**src/rtl/regfile_pkg.sv**
```systemverilog
// Shared constants and types for the parametrised register file.
// Holds default geometry, the clear-sequencer state type and the hardwired-zero index.
package regfile_pkg;

    localparam int DEF_DATA_W = 32;
    localparam int DEF_ADDR_W = 5;

    localparam int ZERO_REG = 0;

    typedef enum logic {
        IDLE  = 1'b0,
        CLEAR = 1'b1
    } clr_state_t;

endpackage

```
**src/rtl/regfile_clr_seq.sv**
```systemverilog
// Clear sequencer: walks r1..r(2**ADDR_W-1), zeroing one register per cycle.
// Latency: busy rises one edge after clr_req and stays high 2**ADDR_W-1 cycles.
// Backpressure: none; clr_req seen while busy is ignored.
module regfile_clr_seq
    import regfile_pkg::*;
#(
    parameter int ADDR_W = DEF_ADDR_W
) (
    input  logic              clk,
    input  logic              rst,
    input  logic              clr_req,
    output logic              busy,
    output logic              clr_en,
    output logic [ADDR_W-1:0] clr_addr
);

    localparam logic [ADDR_W-1:0] LAST_IDX = {ADDR_W{1'b1}};

    clr_state_t        state;
    clr_state_t        state_nxt;
    logic [ADDR_W-1:0] cnt;
    logic [ADDR_W-1:0] cnt_nxt;

    always_ff @(posedge clk) begin
        if (rst) begin
            state <= IDLE;
            cnt   <= '0;
        end else begin
            state <= state_nxt;
            cnt   <= cnt_nxt;
        end
    end

    // Terminal index is compared explicitly so the walk never depends on the counter wrapping.
    always_comb begin
        state_nxt = state;
        cnt_nxt   = cnt;
        case (state)
            IDLE: begin
                if (clr_req) begin
                    state_nxt = CLEAR;
                    cnt_nxt   = ADDR_W'(1);
                end
            end
            CLEAR: begin
                if (cnt == LAST_IDX) begin
                    state_nxt = IDLE;
                    cnt_nxt   = '0;
                end else begin
                    cnt_nxt = cnt + ADDR_W'(1);
                end
            end
            default: begin
                state_nxt = IDLE;
                cnt_nxt   = '0;
            end
        endcase
    end

    assign busy     = (state == CLEAR);
    assign clr_en   = busy;
    assign clr_addr = cnt;

endmodule

```
**src/rtl/reg_file_param.sv**
```systemverilog
// Register file: NUM_RD zero-latency read ports, one clocked write port, r0 reads zero.
// Latency: reads combinational, writes visible after the edge; writes dropped while busy.
// Backpressure: none. Optional macro REGFILE_BYPASS_EN forwards same-cycle write data to reads.
module reg_file_param
    import regfile_pkg::*;
#(
    parameter int DATA_W = DEF_DATA_W,
    parameter int ADDR_W = DEF_ADDR_W,
    parameter int NUM_RD = 2
) (
    input  logic                     clk,
    input  logic                     rst,
    input  logic                     we,
    input  logic [ADDR_W-1:0]        waddr,
    input  logic [DATA_W-1:0]        wdata,
    input  logic [NUM_RD*ADDR_W-1:0] raddr,
    output logic [NUM_RD*DATA_W-1:0] rdata,
    input  logic                     clr_req,
    output logic                     busy
);

    localparam int DEPTH = 2 ** ADDR_W;
    localparam logic [ADDR_W-1:0] ZERO_IDX = ADDR_W'(ZERO_REG);

    logic [DATA_W-1:0] regs [DEPTH];
    logic              clr_en;
    logic [ADDR_W-1:0] clr_addr;
    logic              wr_ok;

    regfile_clr_seq #(
        .ADDR_W (ADDR_W)
    ) u_clr_seq (
        .clk      (clk),
        .rst      (rst),
        .clr_req  (clr_req),
        .busy     (busy),
        .clr_en   (clr_en),
        .clr_addr (clr_addr)
    );

    assign wr_ok = we && !busy && (waddr != ZERO_IDX);

    always_ff @(posedge clk) begin
        if (rst) begin
            for (int i = 0; i < DEPTH; i++) begin
                regs[i] <= '0;
            end
        end else if (clr_en) begin
            regs[clr_addr] <= '0;
        end else if (wr_ok) begin
            regs[waddr] <= wdata;
        end
    end

    for (genvar k = 0; k < NUM_RD; k++) begin : g_rd
        logic [ADDR_W-1:0] idx;
        assign idx = raddr[k*ADDR_W +: ADDR_W];
`ifdef REGFILE_BYPASS_EN
        assign rdata[k*DATA_W +: DATA_W] = (idx == ZERO_IDX)          ? '0    :
                                           (wr_ok && (idx == waddr))  ? wdata :
                                                                        regs[idx];
`else
        assign rdata[k*DATA_W +: DATA_W] = (idx == ZERO_IDX) ? '0 : regs[idx];
`endif
    end

endmodule
```
**config.mk**
```make
export PLATFORM = sky130hd
export DESIGN_NAME = reg_file_param
export DESIGN_NICKNAME = d
export VERILOG_FILES = /design/src/rtl/regfile_pkg.sv /design/src/rtl/regfile_clr_seq.sv /design/src/rtl/reg_file_param.sv
export SDC_FILE = /design/constraint.sdc
export NUM_CORES = 2
export LEC_CHECK = 0
export CORE_MARGIN = 10
export CORE_UTILIZATION = 53
export DETAILED_ROUTE_END_ITERATION = 16
export GPL_ROUTABILITY_DRIVEN = 0
export PLACE_DENSITY = 0.74
export SLEW_MARGIN = 20
export SYNTH_ARGS = -nofsm -noshare
export SYNTH_HDL_FRONTEND = slang
export SYNTH_SLANG_ARGS = --single-unit
```
**constraint.sdc**
```tcl
create_clock -name clk -period 8.5 [get_ports clk]
set_input_delay 0.85 -clock clk [delete_from_list [all_inputs] [get_ports clk]]
set_output_delay 0.85 -clock clk [all_outputs]
set_load 0.05 [all_outputs]
```
* Word level (Yosys, flattened, before mapping)
Memory sizes are Yosys's and may differ from the RTL's.
Cells that the tools add are included.
** Storage, ports and cells
- Output and inout port bits :: 65
- Register bits after elaboration :: 6
- Memory bits (writable) :: 1024
- Bits of input ports :: 51
- Logic and storage cells :: 38
- Memories :: 1
** Cells by class
- Bitwise gates (word level) :: 1
- Reduce and logical (&&, ||, !) cells :: 8
- Add/sub/neg operators :: 1
- Mux-type cells :: 23
- Eq/ne operators :: 2
** Memories
- regs :: depth 32, bits a word 32, read ports 2, clocked after memory_dff 0, write ports 32, RTL line reg_file_param.sv:25 : logic [DATA_W-1:0] regs [DEPTH];
** Operators by type and width (number)
- $mux W32 :: 4
- $reduce_or A32 Y1 :: 2
- $mux W5 :: 4
- $mux W1 :: 13
- $logic_not A5 Y1 :: 2
- $pmux W5 S2 :: 1
- $add A5 B1 Y5 const B :: 1
- $eq A5 B5 Y1 const B :: 1
- $reduce_bool A5 Y1 :: 1
- $logic_and A1 B1 Y1 :: 2
- $ne A2 B2 Y1 const B :: 1
- $pmux W1 S2 :: 1
- $logic_not A1 Y1 :: 1
- $not A1 Y1 :: 1

* Depth between registers and ports, before layout
- Depth after elaboration :: 9
- Gate-level depth with buffers :: 8
- Mapped depth without buffers :: 7

* Cells and area by module
From an unflattened synthesis, not the netlist that was laid out.
** Second synthesis, totals
- Cell total of the unflattened synthesis :: 3691
- Area, all modules :: 53749.0 µm²
** Modules (own cells, without submodules)
- reg_file_param :: times used 1, area each 53432.5 µm², cells each 3657
- regfile_clr_seq :: times used 1, area each 316.6 µm², cells each 34

* Worst setup path before layout
OpenSTA, ideal clock, no wires.
- Path type :: input to register
- Start :: in waddr[1]
- End :: mem regs[27][0] in the netlist's numbering, enable pin
- Path buffers :: 2
- Setup slack :: 2.531 ns
- Arrival time :: 5.459 ns
- Stages on the path :: 6
- Library setup time :: 0.511 ns
- Cells stage by stage :: buf_2 or4_4 o21ai_4 a22oi_2 buf_2 o41ai_1
** RTL lines
- start: declaration :: RTL line reg_file_param.sv:14 : input logic [ADDR_W-1:0] waddr,
- end: declaration :: RTL line reg_file_param.sv:25

* Worst setup path after layout
- Start :: in raddr[5]
- End :: out rdata[40]
** Between the ends
- Longest elaborated chain between the ends :: 2
** Ends and longest elaborated chain
- start: declaration :: RTL line reg_file_param.sv:16 : input logic [NUM_RD*ADDR_W-1:0] raddr,
- $mem_v2 Z32 W32 / $logic_not A5 Y1 (equally long branches)
- $mux W32 (*) :: RTL line reg_file_param.sv:63 : assign rdata[k*DATA_W +: DATA_W] = (idx == ZERO_IDX) ? '0 : regs[idx];
- end: declaration :: RTL line reg_file_param.sv:17 : output logic [NUM_RD*DATA_W-1:0] rdata,
Mark *: on every way between the ends. The rest lies on a longest branch, timed or not.

==> flow_metrics.tcl <==
set metrics [dict create \
    status "finished, final reports clean" \
    numCtsBuffers 108 \
    clk_pin_slew_ns 0.06 \
    wl_per_cell_um 36.05 \
    drtIter0Drc 6159 \
    dr_wl_met2_um 84370 \
    fin_setup_tns_ns 0 \
    drt_wl_total_um 188100 \
    finClkSkew_ns 0.01392 \
    highest_layer "met4" \
    synth_area_leaders "edfxtp_1 56%, mux4_2 18%, nor3_1 4.6%, mux2i_1 2.3%, nor4_2 2.2%" \
    post_cts_resized 0 \
    fin_nets 3800 \
    cts_root_buf "clkbuf_16" \
    core_um2 103500 \
    crit_type "in2out" \
    synthAdderAreaFrac_pct 0.04528 \
    synth_area_leader_cell "edfxtp_1" \
    powerDensity_nw_per_um2 202.1 \
    grt_max_degree 183 \
    grt.overflow.total 0 \
    layoutNonFillerInstCount 5218 \
    finalHoldWorstSlack_ns 0.6316 \
    relSlewSlack_pct 11.93 \
    dp.cells 5015 \
    period_minus_slack_ns 6.379 \
    critPathRequiredTime_ns 7.65 \
    drv_slew 0 \
    viasPerCell 7.551 \
    portBuffers 115 \
    remaining_drc_errors 0 \
    finalHoldViolCount 0 \
    final_util_pct 59.27 \
    maxCapViolations 0 \
    ant_nets 0 \
    die_h_um 342.9 \
    die_w_um 342.9 \
    placementRows 118 \
    hold_class "reg2reg" \
    vias 39400 \
    io-pin-count 116 \
    grt_pass1_wl_um 270800 \
    period_share_pct 75.05 \
    cts_buffer_depth 3 \
    fmax_mhz 156.8 \
    yosys_warnings 0 \
    critPathCaptureType "output pin" \
    cts_htree_levels 3 \
    firstDrtPassIters 8 \
    start_kind "input pin" \
    muxShareOfSynthArea_pct 21.90 \
    cp_max_fo 39 \
    wl_met1_um 62120 \
    grt_pass1_vias 39270 \
    ys_seq_area_share_pct 55.86 \
    cts_tree "built" \
    grt_usage_pct 31.40 \
    synth-seq-cells 1030 \
    dieArea_um2 117600 \
    async_reset_ff_share_pct 0 \
    cts_num_sinks 1030 \
    synthSimpleGateAreaFrac_pct 13.04 \
    setup_violations 0 \
    synthToLayoutAreaGrowth_pct 10.99 \
    worstMarginPinSlew_ns 1.312 \
    drive_gt1_share_pct 26.61 \
    synthXorXnorAreaFrac_pct 0 \
    dpl_cell_area_um2 57780 \
    netlist_area_um2 55260 \
    dp_hpwl_um 109300 \
    start_util_pct 53.39 \
    cp.arrival_ns 5.53 \
    postCtsSetupBuffers 0 \
    stdcell_area_um2 61340 \
    synth_compound_area_share_pct 5.572 \
    ir_drop_v 0.0001746 \
    leakage_nw 18.80 \
    syn_inst 3820 \
    fillerInstances 7711 \
    synth_edf_count 1024 \
    clock_latency_ns 0.70 \
    synth_flop_cell "edfxtp_1" \
    hold_buffers 0 \
    avgSynthCellArea_um2 14.47 \
    route.met3.wl_um 26680 \
    antenna_found_initial 2 \
    synth_cell_type_count 56 \
    synth_top_area_share_pct 55.64 \
    synth_top_family_by_area "multiplexers" \
    rsz0062_at_grt "false" \
]
cell usage in the layout, fill, tap and decap left out, types with 5 or more instances in the layout:
cell,instances
edfxtp_1,1024
nor3_1,505
mux4_2,448
nor2_1,271
nand2_1,161
mux2i_1,128
o21ai_0,114
clkbuf_16,112
clkdlybuf4s50_1,105
nor4_2,99
buf_4,96
nor3_2,76
a22oi_1,65
nor2b_1,64
a211oi_1,64
mux2_2,64
nor4_1,62
a311oi_1,61
a221oi_1,49
conb_1,32
clkinv_1,27
clkbuf_1,27
o31ai_4,20
clkinv_2,18
o2111ai_1,15
bufinv_16,12
o21ai_4,10
buf_12,8
a21oi_1,7
dfxtp_1,6
nand2b_1,5
cells by family (layout without fill, tap and decap cells):
family	Yosys count	after routing
AND/OR/NAND/NOR	1276	1276
flip-flops	1030	1030
multiplexers	641	641
buffers and inverters	440	426
AO/OA/AOI/OAI	430	430
adder cells (fa/ha/maj)	2	2
other	1	33
through the flow:
step           total power, W  setup slack, ns
2_1_floorplan        0.006999            2.531
3_3_place_gp         0.007619            2.411
3_5_place_dp         0.007648            2.390
4_1_cts               0.01233            2.333
5_1_grt               0.01262            2.049
6_report              0.01240            2.121
critical path, stage by stage:
cell	delay (ns)
buf_6	0.50
clkinv_2	0.94
nor2_1	1.12
a22oi_1	0.16
a311oi_1	0.94
clkdlybuf4s50_1	0.98
power breakdown:
part / total (W) / switching, W / internal [W]
Clock: 0.00479 / 0.00202 / 0.00276
Combinational: 0.00174 / 0.00117 / 0.000562
Sequential: 0.00587 / 0.000101 / 0.00577
Total: 0.0124 / 0.00330 / 0.00910
final cells by class:
cell class	count	area, um^2	area share (%)
Sequential cell	1030	30870	50.33
Antenna cell	1	2.502	0.004080
Timing Repair Buffer	221	2057	3.354
Clock buffer	139	2904	4.735
Inverter	5	21.27	0.03468
Multi-Input combinational cell	2381	23150	37.74
Clock inverter	61	609.3	0.9934
Tap cell	1380	1727	2.815
registers in the layout, indices dropped and copies added (netlist names):
name / count
u_clr_seq.clr_addr: 5
regs: 1024
u_clr_seq.busy: 1
cell usage after synthesis, drive strengths merged (65+ instances only):
| library cell | number |
|---|---|
| edfxtp | 1024 |
| nor3 | 582 |
| mux4 | 448 |
| nor2 | 275 |
| clkbuf | 222 |
| buf | 213 |
| nand2 | 162 |
| nor4 | 161 |
| mux2i | 129 |
| o21ai | 124 |
| nor2b | 68 |
| a22oi | 66 |
| a211oi | 65 |
layer usage:
metal | vias to the layer above | GRT usage (%)
met3 | 710 | 8.812
met1 | 19780 | 39.50
met4 | 0 | 21.09
met5 | - | 0
met2 | 3439 | 47.34
li1 | 15470 | -
path summary, 6_finish.rpt:
kind | start | slack (ns) | cells past startpoint | end
max | raddr[5] | 2.12 | 6 | rdata[40]
min | u_clr_seq.clr_addr[0] | 0.63 | 2 | u_clr_seq.clr_addr[0]
max reg2reg | u_clr_seq.busy | 4.14 | 6 | regs[4][21]
min reg2reg | u_clr_seq.clr_addr[0] | 0.63 | 2 | u_clr_seq.clr_addr[0]
(Power assumes the default switching activity.)
